$ cat src/rtl/pattern_detect_ctrl.sv
// pattern_detect_ctrl: programmable serial sequence detector.
// A pattern, length and overlap mode are latched through a valid/ready
// config handshake while idle. After arm, qualified serial bits are shifted
// into a history register and compared against the low len bits of the
// pattern. A match produces a registered one-cycle detect pulse and bumps
// a saturating match counter. Non-overlap mode restarts filling after each
// match, so the next match needs len fresh bits.
module pattern_detect_ctrl #(
  parameter int MAX_LEN = 8,
  parameter int LEN_W   = 4,
  parameter int CNT_W   = 8
) (
  input  logic               clk,
  input  logic               reset,
  input  logic               cfg_valid,
  output logic               cfg_ready,
  input  logic [MAX_LEN-1:0] cfg_pattern,
  input  logic [LEN_W-1:0]   cfg_len,
  input  logic               cfg_overlap,
  output logic               cfg_err,
  input  logic               arm,
  input  logic               disarm,
  input  logic               in,
  input  logic               in_valid,
  output logic               armed,
  output logic               detect,
  output logic [CNT_W-1:0]   match_count,
  output logic               count_sat
);

  typedef enum logic [1:0] {
    IDLE = 2'd0,
    FILL = 2'd1,
    RUN  = 2'd2
  } state_t;

  localparam logic [LEN_W-1:0] MAX_LEN_W = LEN_W'(MAX_LEN);
  localparam logic [CNT_W-1:0] CNT_MAX   = '1;

  state_t state_reg, state_next;

  logic [MAX_LEN-1:0] pattern_reg, pattern_next;
  logic [LEN_W-1:0]   len_reg, len_next;
  logic               overlap_reg, overlap_next;
  logic               err_reg, err_next;
  logic [MAX_LEN-1:0] history_reg, history_next;
  logic [LEN_W-1:0]   fill_reg, fill_next;
  logic               detect_reg, detect_next;
  logic [CNT_W-1:0]   count_reg, count_next;
  logic               sat_reg, sat_next;

  // Compare mask: bit gi participates when gi < latched length.
  logic [MAX_LEN-1:0] len_mask;
  genvar gi;
  generate
    for (gi = 0; gi < MAX_LEN; gi++) begin : g_mask
      assign len_mask[gi] = (len_reg > LEN_W'(gi));
    end
  endgenerate

  // Values the datapath would hold after accepting the current bit.
  logic [MAX_LEN-1:0] hist_shift;
  logic [LEN_W-1:0]   fill_inc;
  logic               bit_match;
  logic               cfg_len_ok;
  logic               latched_len_ok;

  assign hist_shift     = {history_reg[MAX_LEN-2:0], in};
  assign fill_inc       = (fill_reg < len_reg) ? fill_reg + LEN_W'(1) : fill_reg;
  assign bit_match      = (((hist_shift ^ pattern_reg) & len_mask) == '0) &&
                          (fill_inc >= len_reg);
  assign cfg_len_ok     = (cfg_len != '0) && (cfg_len <= MAX_LEN_W);
  assign latched_len_ok = (len_reg != '0) && (len_reg <= MAX_LEN_W);

  // State and datapath registers; synchronous active-low reset.
  always_ff @(posedge clk) begin
    if (!reset) begin
      state_reg   <= IDLE;
      pattern_reg <= '0;
      len_reg     <= '0;
      overlap_reg <= 1'b0;
      err_reg     <= 1'b0;
      history_reg <= '0;
      fill_reg    <= '0;
      detect_reg  <= 1'b0;
      count_reg   <= '0;
      sat_reg     <= 1'b0;
    end else begin
      state_reg   <= state_next;
      pattern_reg <= pattern_next;
      len_reg     <= len_next;
      overlap_reg <= overlap_next;
      err_reg     <= err_next;
      history_reg <= history_next;
      fill_reg    <= fill_next;
      detect_reg  <= detect_next;
      count_reg   <= count_next;
      sat_reg     <= sat_next;
    end
  end

  // Next-state, config latching, shift/fill, match and counter logic.
  always_comb begin
    state_next   = state_reg;
    pattern_next = pattern_reg;
    len_next     = len_reg;
    overlap_next = overlap_reg;
    err_next     = err_reg;
    history_next = history_reg;
    fill_next    = fill_reg;
    detect_next  = 1'b0;
    count_next   = count_reg;
    sat_next     = sat_reg;

    case (state_reg)
      IDLE: begin
        if (cfg_valid) begin
          // Config wins over a same-cycle arm; arm must come later.
          pattern_next = cfg_pattern;
          len_next     = cfg_len;
          overlap_next = cfg_overlap;
          err_next     = !cfg_len_ok;
        end else if (arm && latched_len_ok && !err_reg) begin
          state_next   = FILL;
          history_next = '0;
          fill_next    = '0;
          count_next   = '0;
          sat_next     = 1'b0;
        end
      end

      FILL, RUN: begin
        if (disarm) begin
          // Disarm beats a same-cycle match: no pulse, no count.
          state_next = IDLE;
        end else if (in_valid) begin
          history_next = hist_shift;
          fill_next    = fill_inc;
          if (bit_match) begin
            detect_next = 1'b1;
            if (count_reg != CNT_MAX) begin
              count_next = count_reg + CNT_W'(1);
              if (count_reg + CNT_W'(1) == CNT_MAX) begin
                sat_next = 1'b1;
              end
            end else begin
              sat_next = 1'b1;
            end
            if (overlap_reg) begin
              state_next = RUN;
            end else begin
              fill_next  = '0;
              state_next = FILL;
            end
          end else begin
            state_next = (fill_inc == len_reg) ? RUN : FILL;
          end
        end
      end

      default: begin
        state_next = IDLE;
      end
    endcase
  end

  assign cfg_ready   = (state_reg == IDLE);
  assign armed       = (state_reg != IDLE);
  assign cfg_err     = err_reg;
  assign detect      = detect_reg;
  assign match_count = count_reg;
  assign count_sat   = sat_reg;

endmodule

$ cat config.mk
export PLATFORM = sky130hd
export DESIGN_NAME = pattern_detect_ctrl
export DESIGN_NICKNAME = d
export VERILOG_FILES = /design/src/rtl/pattern_detect_ctrl.sv
export SDC_FILE = /design/constraint.sdc
export NUM_CORES = 1
export LEC_CHECK = 0
export ABC_CLOCK_PERIOD_IN_PS = 4560
export BUFFER_PORTS_ARGS = -buffer_cell sky130_fd_sc_hd__buf_4
export CAP_MARGIN = 25
export CORE_ASPECT_RATIO = 2
export CORE_MARGIN = 1
export CORE_UTILIZATION = 40
export DETAILED_ROUTE_END_ITERATION = 8
export PLACE_DENSITY = 0.67
export SLEW_MARGIN = 20
export SYNTH_ARGS = -nofsm -noshare
export SYNTH_HDL_FRONTEND = slang
export SYNTH_SLANG_ARGS = --single-unit
$ cat constraint.sdc
create_clock -name clk -period 4.56 [get_ports clk]
set_clock_uncertainty 0.2 [all_clocks]
set_input_delay 1.14 -clock clk [delete_from_list [all_inputs] [get_ports clk]]
set_output_delay 1.14 -clock clk [all_outputs]
set_load 0.1 [all_outputs]
==> run_summary.xml, run 1 <==
<?xml version="1.0" encoding="UTF-8"?>
<metrics>
  <group name="drt">
    <metric name="drt-initial-drc-count" unit="">45</metric>
    <metric name="wl_cell" unit="µm">15.1</metric>
    <metric name="via_count" unit="">2015</metric>
    <metric name="drt-vias-per-instance" unit="">5.69</metric>
    <metric name="route.antenna.remaining_nets" unit="">0</metric>
    <metric name="detail_route.drc_violations" unit="">0</metric>
    <metric name="drt_wirelength" unit="µm">5350</metric>
    <metric name="number_of_detailed_route_iterations_in_the_first_pass" unit="">4</metric>
  </group>
  <group name="grt">
    <metric name="grt_max_degree" unit="">24</metric>
    <metric name="grt_ovf" unit="">0</metric>
    <metric name="gr-usage-met2" unit="%">34.9</metric>
    <metric name="grt_first_pass_wirelength" unit="µm">8720</metric>
    <metric name="initial_antenna_violation_count" unit="">0</metric>
    <metric name="gr_util_met1" unit="%">20.5</metric>
    <metric name="first_global_vias" unit="">1955</metric>
    <metric name="globalRouteMet3Util" unit="%">2.97</metric>
    <metric name="global_route_layer_with_the_greatest_usage" unit="">met2</metric>
    <metric name="global_route_usage_sum" unit="%">20.4</metric>
  </group>
  <group name="worst_setup_path">
    <metric name="setup.worst_path.class" unit="">register to register</metric>
    <metric name="timing.critical_path.cells" unit="">inv_1 &gt; ha_1 &gt; a2111oi_0 &gt; o21ai_0 &gt; xnor2_1 &gt; ha_1 &gt; o21a_1 &gt; o22ai_1 &gt; a2111oi_4 &gt; nand3b_1 &gt; a32o_1</metric>
    <metric name="timing.critical_path.mode_cell" unit="">ha_1</metric>
    <metric name="timing.critical_path.to_type" unit="">register</metric>
    <metric name="rr_endpoint" unit="">fill_reg[0]$_SDFFE_PN0P_</metric>
    <metric name="cpLargestDelayFamily" unit="">compound AO/OA/AOI/OAI gates</metric>
    <metric name="worst-endpoint-arrival" unit="ps">3950</metric>
    <metric name="critical_path.max_stage_delay" unit="ps">620</metric>
    <metric name="r2r_slack" unit="ps">590</metric>
    <metric name="cp.buffers_inverters" unit="">1</metric>
    <metric name="path_max_fanout" unit="">10</metric>
    <metric name="rr_startpoint" unit="">len_reg[1]$_SDFFE_PN0P_</metric>
    <metric name="ff2ff_path_depth" unit="">11</metric>
    <metric name="worst-endpoint-required" unit="ps">4540</metric>
    <metric name="critical_path.startpoint_type" unit="">register</metric>
    <metric name="crit_path_top_delay_cell" unit="">a2111oi_4</metric>
  </group>
  <group name="logic_synthesis">
    <metric name="netlist-cell-type-count" unit="">49</metric>
    <metric name="yosys.area.top_type" unit="">dfxtp_1</metric>
    <metric name="synth.ff_latch_count" unit="">37</metric>
    <metric name="post_synth_main_area_contributors" unit="">dfxtp_1, nand2_1, ha_1, xnor2_1, a21oi_1</metric>
    <metric name="yosys.area.top_type_share" unit="%">33.4</metric>
    <metric name="postSynthNetCount" unit="">294</metric>
    <metric name="synth_seq_area_share" unit="%">33.4</metric>
    <metric name="netlist_instances" unit="">262</metric>
    <metric name="yosysWarningCount" unit="">0</metric>
    <metric name="synth.cell_area" unit="mm²">0.00222</metric>
    <metric name="mean_syn_cell_area" unit="µm²">8.46</metric>
  </group>
  <group name="cells_and_area">
    <metric name="multi_input_comb_area" unit="mm²">0.00136</metric>
    <metric name="seqCellArea" unit="µm²">741</metric>
    <metric name="nFillCells" unit="">563</metric>
    <metric name="layout-area-overhead-vs-synth" unit="%">17.6</metric>
    <metric name="finish.utilization" unit="%">48.5</metric>
    <metric name="nNetsFinal" unit="">325</metric>
    <metric name="diode_insertion_count_for_antenna_repair" unit="">0</metric>
    <metric name="drive_gt1_share" unit="%">21.8</metric>
  </group>
  <group name="timing">
    <metric name="max-slew-margin-rel" unit="%">37.5</metric>
    <metric name="worst_pin_slew" unit="ps">937</metric>
    <metric name="worst_hold_slack" unit="ps">275</metric>
    <metric name="setup_tns" unit="ps">0</metric>
    <metric name="setup_viol" unit="">0</metric>
    <metric name="achievable-frequency" unit="MHz">252</metric>
    <metric name="finalWorstSetupSlack" unit="ps">593</metric>
    <metric name="slew_viol_final" unit="">0</metric>
    <metric name="grt_setup_unrepaired" unit="">no</metric>
    <metric name="crit_share_post_route" unit="%">87.0</metric>
    <metric name="min_period" unit="ps">3970</metric>
    <metric name="finalHoldViolCount" unit="">0</metric>
  </group>
  <group name="floorplanning">
    <metric name="design.die.area" unit="mm²">0.00586</metric>
    <metric name="ios" unit="">33</metric>
    <metric name="die-height" unit="µm">107</metric>
    <metric name="std_cell_rows" unit="">38</metric>
    <metric name="initial_core_util" unit="%">41.3</metric>
    <metric name="die_width" unit="µm">54.6</metric>
    <metric name="coreArea" unit="mm²">0.00537</metric>
  </group>
  <group name="worst_hold_path">
    <metric name="hold_start" unit="">pattern_reg[3]$_SDFFE_PN0P_</metric>
    <metric name="holdCritPathClass" unit="">register to register</metric>
    <metric name="min_delay_endpoint" unit="">pattern_reg[3]$_SDFFE_PN0P_</metric>
    <metric name="min_path_cells" unit="">2</metric>
  </group>
  <group name="placed_design">
    <metric name="gp_routability_congestion" unit="">0.832</metric>
    <metric name="place_worst_setup_slack" unit="ps">434</metric>
    <metric name="placement.io_buffers" unit="">32</metric>
    <metric name="detailed_place_hpwl" unit="µm">4040</metric>
  </group>
  <group name="clocking">
    <metric name="clkSinkCount" unit="">37</metric>
    <metric name="clk_pin_slew_worst_paths" unit="ps">70</metric>
    <metric name="clock_tree_from_tritoncts" unit="">built</metric>
    <metric name="clock_tree.buffer_depth" unit="">2</metric>
    <metric name="clk-insertion-delay-late" unit="ps">280</metric>
    <metric name="cts-htree-levels" unit="">2</metric>
    <metric name="tritoncts_buffers" unit="">5</metric>
    <metric name="holdBufCountCts" unit="">0</metric>
    <metric name="cts_root_buffer" unit="">clkbuf_8</metric>
  </group>
  <group name="flow_run">
    <metric name="drv_cap" unit="">0</metric>
  </group>
  <group name="power_and_ir_drop">
    <metric name="worst_ir_drop_vdd" unit="µV">215</metric>
    <metric name="cellLeakagePower" unit="nW">0.996</metric>
    <metric name="p_per_area" unit="mW/mm²">419</metric>
  </group>
  <group name="status">
    <metric name="run_status" unit="">finished, final reports clean</metric>
  </group>
</metrics>
==> cell families (layout without fill, tap and decap cells) <==
family	count (synthesis)	count (layout)	share of synthesized area, %
AO/OA/AOI/OAI	79	79	26.8
XOR/XNOR	18	18	7.11
adder cells (fa/ha/maj)	12	12	6.77
buffers and inverters	22	54	5.14
flip-flops	37	37	33.4
multiplexers	1	1	0.508
AND/OR/NAND/NOR	93	93	20.3
==> metal layers <==
metal | wire [µm] | share of wire (%)
met4 | 341 | 6.4
met5 | 0 | 0
met2 | 2910 | 54
met1 | 1980 | 37
met3 | 126 | 2.4
==> worst max path at each step <==
stage | from | to | slack, ps | depth (start not counted)
floorplan | len_reg[1]$_SDFFE_PN0P_ | state_reg[0]$_SDFFE_PN0P_ | 1120 | 13
global placement | len_reg[1]$_SDFFE_PN0P_ | fill_reg[0]$_SDFFE_PN0P_ | 470 | 12
detailed placement | len_reg[1]$_SDFFE_PN0P_ | fill_reg[0]$_SDFFE_PN0P_ | 430 | 12
CTS | len_reg[1]$_SDFFE_PN0P_ | fill_reg[0]$_SDFFE_PN0P_ | 410 | 12
global route | len_reg[1]$_SDFFE_PN0P_ | state_reg[0]$_SDFFE_PN0P_ | 130 | 11
finish | len_reg[1]$_SDFFE_PN0P_ | fill_reg[0]$_SDFFE_PN0P_ | 590 | 11
==> layout make-up <==
type / instances / area share [%]
Multi-Input combinational cell: 203 / 52.3
Clock buffer: 7 / 3.31
Sequential cell: 37 / 28.4
Tap cell: 60 / 2.88
Timing Repair Buffer: 37 / 10.7
Inverter: 9 / 1.30
Clock inverter: 1 / 1.15
==> repair_timing <==
item                       4_1_cts  5_1_grt
setup endpoints to repair        0        1
buffers inserted                 0        5
gates resized for setup          0        0
==> layout by cell type, fill, tap and decap left out, drive strengths merged, types with 7 or more instances in the layout <==
cell type | synthesis | layout
xnor2 | 14 | 14
buf | 7 | 37
nand2 | 45 | 45
ha | 12 | 12
a21o | 8 | 8
inv | 9 | 9
nor2 | 15 | 15
clkbuf | 6 | 7
nand3 | 7 | 7
a31oi | 9 | 9
dfxtp | 37 | 37
a21boi | 7 | 7
a21oi | 18 | 18
o211ai | 9 | 9
==> synth_stat cells (all sizes together) <==
master and instances:
xnor2 14, a21boi 7, a211o 1, xor2 4, nand4 3, nor2b 4, and2 2, o31ai 1
nand2 45, nand3 7, or4 1, mux2 1, a21o 8, a31oi 9, and4 1, nand3b 1
a211oi 3, ha 12, nand2b 3, clkbuf 6, or2 1, a21oi 18, nor3 2, and3 6
o22ai 3, nor3b 1, o21ai 5, buf 7, a31o 1, dfxtp 37, o211ai 9, a32o 4
o2bb2ai 1, nor4 1, nor2 15, a41oi 2, o21a 3, inv 9, a2111oi 3, o41ai 1
==> through the flow <==
step / std cells / instance area [µm²] / power [mW]
final: 354 / 2610 / 1.09
after global routing: 354 / 2610 / 1.15
after CTS: 349 / 2570 / 1.07
after detailed placement: 341 / 2450 / 0.781
after global placement: 341 / 2450 / 0.776
after floorplan: 262 / 2220 / 0.698
==> report_power, final <==
part / total, mW / switching [mW] / internal, mW
Combinational: 0.428 / 0.290 / 0.137
Clock: 0.295 / 0.116 / 0.178
Sequential: 0.371 / 0.0252 / 0.346
Total: 1.09 / 0.432 / 0.661
==> worst register-to-register path: cells and delay by family (launching register included) <==
| kind | cells | cell delay, ps |
|---|---|---|
| xor+xnor | 1 | 280 |
| fa+ha+maj | 2 | 560 |
| compound gates | 6 | 2010 |
| buf+inv | 1 | 110 |
| simple gates | 1 | 240 |
| flops | 1 | 470 |
(Power assumes the default switching activity.)
==> run 2, diff against run 1 <==
Settings changed: BUFFER_PORTS_ARGS -buffer_cell sky130_fd_sc_hd__buf_4 to default, CTS_CLUSTER_DIAMETER from default to 120, DONT_BUFFER_PORTS from default to 1, GPL_TIMING_DRIVEN from default to 0, PLACE_DENSITY 0.67 to 0.62.
==> run_summary.xml, run 2 (synthesized netlist as in run 1, its figures left out) <==
<?xml version="1.0" encoding="UTF-8"?>
<metrics>
  <group name="drt">
    <metric name="via_count" unit="">1889</metric>
    <metric name="drt-initial-drc-count" unit="">35</metric>
    <metric name="route.antenna.remaining_nets" unit="">0</metric>
    <metric name="drt-vias-per-instance" unit="">5.59</metric>
    <metric name="detail_route.drc_violations" unit="">0</metric>
    <metric name="number_of_detailed_route_iterations_in_the_first_pass" unit="">4</metric>
    <metric name="wl_cell" unit="µm">15.6</metric>
    <metric name="drt_wirelength" unit="µm">5270</metric>
  </group>
  <group name="cells_and_area">
    <metric name="layout-area-overhead-vs-synth" unit="%">13.5</metric>
    <metric name="drive_gt1_share" unit="%">14.0</metric>
    <metric name="nNetsFinal" unit="">310</metric>
    <metric name="multi_input_comb_area" unit="mm²">0.00136</metric>
    <metric name="seqCellArea" unit="µm²">741</metric>
    <metric name="diode_insertion_count_for_antenna_repair" unit="">0</metric>
    <metric name="finish.utilization" unit="%">46.9</metric>
    <metric name="nFillCells" unit="">569</metric>
    <metric name="final_common_cell" unit="">nand2_1</metric>
    <metric name="layout_common_cells" unit="">nand2_1, dfxtp_1, a21oi_1</metric>
  </group>
  <group name="floorplanning">
    <metric name="initial_core_util" unit="%">41.3</metric>
    <metric name="std_cell_rows" unit="">38</metric>
    <metric name="ios" unit="">33</metric>
    <metric name="design.die.area" unit="mm²">0.00586</metric>
    <metric name="die-height" unit="µm">107</metric>
    <metric name="die_width" unit="µm">54.6</metric>
    <metric name="coreArea" unit="mm²">0.00537</metric>
  </group>
  <group name="timing">
    <metric name="finalHoldViolCount" unit="">0</metric>
    <metric name="achievable-frequency" unit="MHz">254</metric>
    <metric name="grt_setup_unrepaired" unit="">no</metric>
    <metric name="setup_viol" unit="">0</metric>
    <metric name="worst_pin_slew" unit="ps">1080</metric>
    <metric name="slew_viol_final" unit="">0</metric>
    <metric name="crit_share_post_route" unit="%">86.4</metric>
    <metric name="setup_tns" unit="ps">0</metric>
    <metric name="max-slew-margin-rel" unit="%">28.1</metric>
    <metric name="min_period" unit="ps">3940</metric>
  </group>
  <group name="grt">
    <metric name="grt_max_degree" unit="">11</metric>
    <metric name="grt_first_pass_wirelength" unit="µm">8650</metric>
    <metric name="grt_ovf" unit="">0</metric>
    <metric name="initial_antenna_violation_count" unit="">0</metric>
    <metric name="global_route_usage_sum" unit="%">20.6</metric>
    <metric name="first_global_vias" unit="">1794</metric>
  </group>
  <group name="clocking">
    <metric name="clk_pin_slew_worst_paths" unit="ps">70</metric>
    <metric name="holdBufCountCts" unit="">0</metric>
    <metric name="clock_tree_from_tritoncts" unit="">built</metric>
    <metric name="tritoncts_buffers" unit="">5</metric>
    <metric name="cts-htree-levels" unit="">2</metric>
    <metric name="post_cts_resized" unit="">0</metric>
    <metric name="clkSinkCount" unit="">37</metric>
    <metric name="post_cts_buffers" unit="">0</metric>
    <metric name="clk-insertion-delay-late" unit="ps">300</metric>
    <metric name="cts_root_buffer" unit="">clkbuf_8</metric>
    <metric name="clock_tree.buffer_depth" unit="">2</metric>
  </group>
  <group name="power_and_ir_drop">
    <metric name="cellLeakagePower" unit="nW">0.903</metric>
    <metric name="fin_total_pwr" unit="mW">1.01</metric>
    <metric name="p_per_area" unit="mW/mm²">400</metric>
    <metric name="worst_ir_drop_vdd" unit="µV">383</metric>
  </group>
  <group name="worst_setup_path">
    <metric name="worst-endpoint-required" unit="ps">4550</metric>
    <metric name="worst-endpoint-arrival" unit="ps">3930</metric>
    <metric name="timing.critical_path.to_type" unit="">register</metric>
    <metric name="critical_path.startpoint_type" unit="">register</metric>
    <metric name="path_max_fanout" unit="">9</metric>
    <metric name="setup.worst_path.class" unit="">register to register</metric>
    <metric name="r2r_slack" unit="ps">620</metric>
  </group>
  <group name="worst_hold_path">
    <metric name="holdCritPathClass" unit="">register to register</metric>
  </group>
  <group name="placed_design">
    <metric name="detailed_place_hpwl" unit="µm">3980</metric>
    <metric name="gp_routability_congestion" unit="">0.803</metric>
    <metric name="placement.io_buffers" unit="">0</metric>
  </group>
  <group name="flow_run">
    <metric name="drv_cap" unit="">0</metric>
  </group>
  <group name="status">
    <metric name="run_status" unit="">finished, final reports clean</metric>
  </group>
</metrics>
-- run 2: final timing paths --
| kind | endpoint | depth (start not counted) | from |
|---|---|---|---|
| worst max-delay path | fill_reg[0]$_SDFFE_PN0P_ | 13 | len_reg[1]$_SDFFE_PN0P_ |
| worst min-delay path | pattern_reg[0]$_SDFFE_PN0P_ | 2 | pattern_reg[0]$_SDFFE_PN0P_ |
| worst max register to register | fill_reg[0]$_SDFFE_PN0P_ | 13 | len_reg[1]$_SDFFE_PN0P_ |
| worst min register to register | pattern_reg[0]$_SDFFE_PN0P_ | 2 | pattern_reg[0]$_SDFFE_PN0P_ |
-- run 2: final cells by class --
cell class / instances / area share [%]
clock buffer: 7 / 3.43
tap: 60 / 2.98
multi-input combinational: 203 / 54.1
inverter: 9 / 1.34
timing repair buffer: 9 / 5.52
sequential: 37 / 29.4
buffer: 13 / 3.18
-- run 2: power by group --
group	internal, mW	switching (mW)	leakage, nW
logic	0.116	0.261	0.558
clock network	0.120	0.117	0.0443
registers	0.345	0.0475	0.301
total	0.581	0.425	0.903
-- run 2: metrics by stage --
step / hold slack (ps) / instance area [µm²] / std cells / worst slack [ps]
after global routing: 313 / 2520 / 338 / 215
after CTS: 274 / 2450 / 333 / 631
after floorplan: 248 / 2220 / 262 / 1120
final: 275 / 2520 / 338 / 622
after global placement: 261 / 2290 / 322 / 655
after detailed placement: 263 / 2360 / 326 / 652
-- run 2: per-layer routing --
metal	wire length, µm	GRT usage (%)	part of all wire (%)	vias up
met1	2140	24.3	41	880
met3	136	3.95	2.6	10
met2	2850	33.6	54	28
met4	148	9.89	2.8	0
li1	-	-	-	971
met5	0	0	0	-
-- run 2: critical path, cell delays in order (launching register included) --
cell and delay (ps):
dfxtp_1 330, buf_6 130, inv_1 70, ha_1 280, a2111oi_0 620, nor2_1 180
xnor2_1 230, inv_1 80, ha_1 290, nand2b_1 120, a2111oi_2 100, a2111oi_4 620
nand3b_1 270, a32o_1 320
==> run 3, diff against run 2 <==
Settings changed: CORE_MARGIN 1 to 3.
==> run_summary.xml, run 3 (synthesized netlist as in run 1, its figures left out) <==
<?xml version="1.0" encoding="UTF-8"?>
<metrics>
  <group name="status">
    <metric name="run_status" unit="">finished, final reports clean</metric>
  </group>
  <group name="cells_and_area">
    <metric name="finish.cell_count_without_fillers" unit="">340</metric>
    <metric name="drive_gt1_share" unit="%">15.2</metric>
    <metric name="finish.instance_area" unit="mm²">0.00259</metric>
    <metric name="layout_common_cells" unit="">nand2_1, dfxtp_1, a21oi_1</metric>
    <metric name="final_common_cell" unit="">nand2_1</metric>
    <metric name="nNetsFinal" unit="">313</metric>
    <metric name="diode_insertion_count_for_antenna_repair" unit="">0</metric>
    <metric name="layout-area-overhead-vs-synth" unit="%">16.7</metric>
  </group>
  <group name="clocking">
    <metric name="clock_tree_from_tritoncts" unit="">built</metric>
    <metric name="tritoncts_buffers" unit="">5</metric>
    <metric name="post_cts_buffers" unit="">0</metric>
    <metric name="cts_root_buffer" unit="">clkbuf_8</metric>
    <metric name="clk-insertion-delay-late" unit="ps">290</metric>
    <metric name="post_cts_resized" unit="">0</metric>
    <metric name="clk_pin_slew_worst_paths" unit="ps">70</metric>
    <metric name="cts-htree-levels" unit="">2</metric>
    <metric name="holdBufCountCts" unit="">0</metric>
    <metric name="clock_tree.buffer_depth" unit="">2</metric>
    <metric name="clkSinkCount" unit="">37</metric>
  </group>
  <group name="timing">
    <metric name="grt_setup_unrepaired" unit="">no</metric>
    <metric name="worst_pin_slew" unit="ps">1080</metric>
    <metric name="setup_tns" unit="ps">0</metric>
    <metric name="finalHoldViolCount" unit="">0</metric>
    <metric name="crit_share_post_route" unit="%">86.8</metric>
    <metric name="achievable-frequency" unit="MHz">253</metric>
    <metric name="setup_viol" unit="">0</metric>
    <metric name="slew_viol_final" unit="">0</metric>
    <metric name="max-slew-margin-rel" unit="%">28.0</metric>
    <metric name="min_period" unit="ps">3960</metric>
  </group>
  <group name="floorplanning">
    <metric name="die_width" unit="µm">58.6</metric>
    <metric name="die-height" unit="µm">111</metric>
    <metric name="coreArea" unit="mm²">0.00523</metric>
    <metric name="design.die.area" unit="mm²">0.00653</metric>
    <metric name="ios" unit="">33</metric>
    <metric name="initial_core_util" unit="%">42.4</metric>
    <metric name="std_cell_rows" unit="">37</metric>
  </group>
  <group name="worst_setup_path">
    <metric name="worst-endpoint-arrival" unit="ps">3940</metric>
    <metric name="critical_path.max_stage_delay" unit="ps">640</metric>
    <metric name="timing.critical_path.cells" unit="">buf_6 &gt; inv_1 &gt; ha_1 &gt; a2111oi_0 &gt; nor2_1 &gt; xnor2_1 &gt; inv_1 &gt; ha_1 &gt; nand2b_1 &gt; a2111oi_2 &gt; a2111oi_4 &gt; and3_1 &gt; o41ai_1</metric>
    <metric name="setup.worst_path.class" unit="">register to register</metric>
    <metric name="cp.buffers_inverters" unit="">3</metric>
    <metric name="timing.critical_path.to_type" unit="">register</metric>
    <metric name="crit_path_top_delay_cell" unit="">a2111oi_0</metric>
    <metric name="path_max_fanout" unit="">9</metric>
    <metric name="cpLargestDelayFamily" unit="">compound AO/OA/AOI/OAI gates</metric>
    <metric name="worst-endpoint-required" unit="ps">4540</metric>
    <metric name="critical_path.startpoint_type" unit="">register</metric>
  </group>
  <group name="grt">
    <metric name="global_route_usage_sum" unit="%">18.5</metric>
    <metric name="grt_ovf" unit="">0</metric>
    <metric name="first_global_vias" unit="">1968</metric>
    <metric name="grt_first_pass_wirelength" unit="µm">9290</metric>
    <metric name="grt_max_degree" unit="">12</metric>
    <metric name="initial_antenna_violation_count" unit="">0</metric>
  </group>
  <group name="power_and_ir_drop">
    <metric name="p_per_area" unit="mW/mm²">396</metric>
    <metric name="cellLeakagePower" unit="nW">0.937</metric>
    <metric name="worst_ir_drop_vdd" unit="µV">422</metric>
  </group>
  <group name="drt">
    <metric name="drt-vias-per-instance" unit="">5.67</metric>
    <metric name="detail_route.drc_violations" unit="">0</metric>
    <metric name="drt-initial-drc-count" unit="">68</metric>
    <metric name="wl_cell" unit="µm">16.4</metric>
    <metric name="route.antenna.remaining_nets" unit="">0</metric>
    <metric name="drt_wirelength" unit="µm">5560</metric>
    <metric name="number_of_detailed_route_iterations_in_the_first_pass" unit="">4</metric>
    <metric name="via_count" unit="">1929</metric>
  </group>
  <group name="placed_design">
    <metric name="post-place-cells" unit="">326</metric>
    <metric name="detailed_place_hpwl" unit="µm">4160</metric>
    <metric name="detailed_place.area" unit="mm²">0.00239</metric>
    <metric name="gp_routability_congestion" unit="">0.829</metric>
    <metric name="placement.io_buffers" unit="">0</metric>
  </group>
  <group name="flow_run">
    <metric name="drv_cap" unit="">0</metric>
  </group>
  <group name="worst_hold_path">
    <metric name="holdCritPathClass" unit="">register to register</metric>
  </group>
</metrics>
## run 3: cell count changes in the layout (fill, tap and decap cells not counted), sizes merged
| cell | previous run | this run |
|---|---|---|
| clkbuf | 17 | 16 |
| clkinv | 0 | 1 |
| buf | 12 | 16 |
## run 3: area by class of cell
| type | instances | area, µm² |
|---|---|---|
| Clock buffer | 7 | 96.3 |
| Fill cell | 513 | 2640 |
| Timing Repair Buffer | 12 | 196 |
| Tap cell | 58 | 72.6 |
| Clock inverter | 1 | 5.00 |
| Sequential cell | 37 | 741 |
| Buffer | 13 | 80.1 |
| Multi-Input combinational cell | 203 | 1360 |
| Inverter | 9 | 33.8 |
## run 3: path summary, 6_finish.rpt
check                                                  from                     endpoint  slack, ps  cells past startpoint
worst max register to register      len_reg[1]$_SDFFE_PN0P_    state_reg[0]$_SDFFE_PN0P_        600                     13
worst min register to register  pattern_reg[0]$_SDFFE_PN0P_  pattern_reg[0]$_SDFFE_PN0P_        270                      2
worst min-delay path            pattern_reg[0]$_SDFFE_PN0P_  pattern_reg[0]$_SDFFE_PN0P_        270                      2
worst max-delay path                len_reg[1]$_SDFFE_PN0P_    state_reg[0]$_SDFFE_PN0P_        600                     13
## run 3: worst register-to-register path: stages (launching register included)
cell,delay (ps)
dfxtp_1,330
buf_6,130
inv_1,70
ha_1,280
a2111oi_0,640
nor2_1,180
xnor2_1,230
inv_1,80
ha_1,290
nand2b_1,160
a2111oi_2,510
a2111oi_4,170
and3_1,230
o41ai_1,350
## run 3: where the power goes
group	total (mW)	internal [mW]	switching [mW]
sequential	0.393	0.345	0.0480
combinational	0.377	0.116	0.262
clock	0.254	0.137	0.118
## run 3: per-stage QoR
stage / power, mW / hold slack, ps / util, % / worst slack [ps]
3_5_place_dp: 0.781 / 266 / 45.7 / 626
5_1_grt: 1.09 / 311 / 49.5 / 403
6_report: 1.03 / 275 / 49.5 / 602
2_1_floorplan: 0.698 / 248 / - / 1120
3_3_place_gp: 0.775 / 261 / 43.8 / 662
4_1_cts: 1.04 / 277 / 47.6 / 589
## run 3: metal layers
metal | up-vias | global-route usage [%] | wire, µm
met5 | - | 0 | 0
met4 | 0 | 9.53 | 216
met3 | 17 | 3.26 | 152
met2 | 27 | 33.5 | 3080
met1 | 901 | 19.1 | 2110
li1 | 984 | - | -
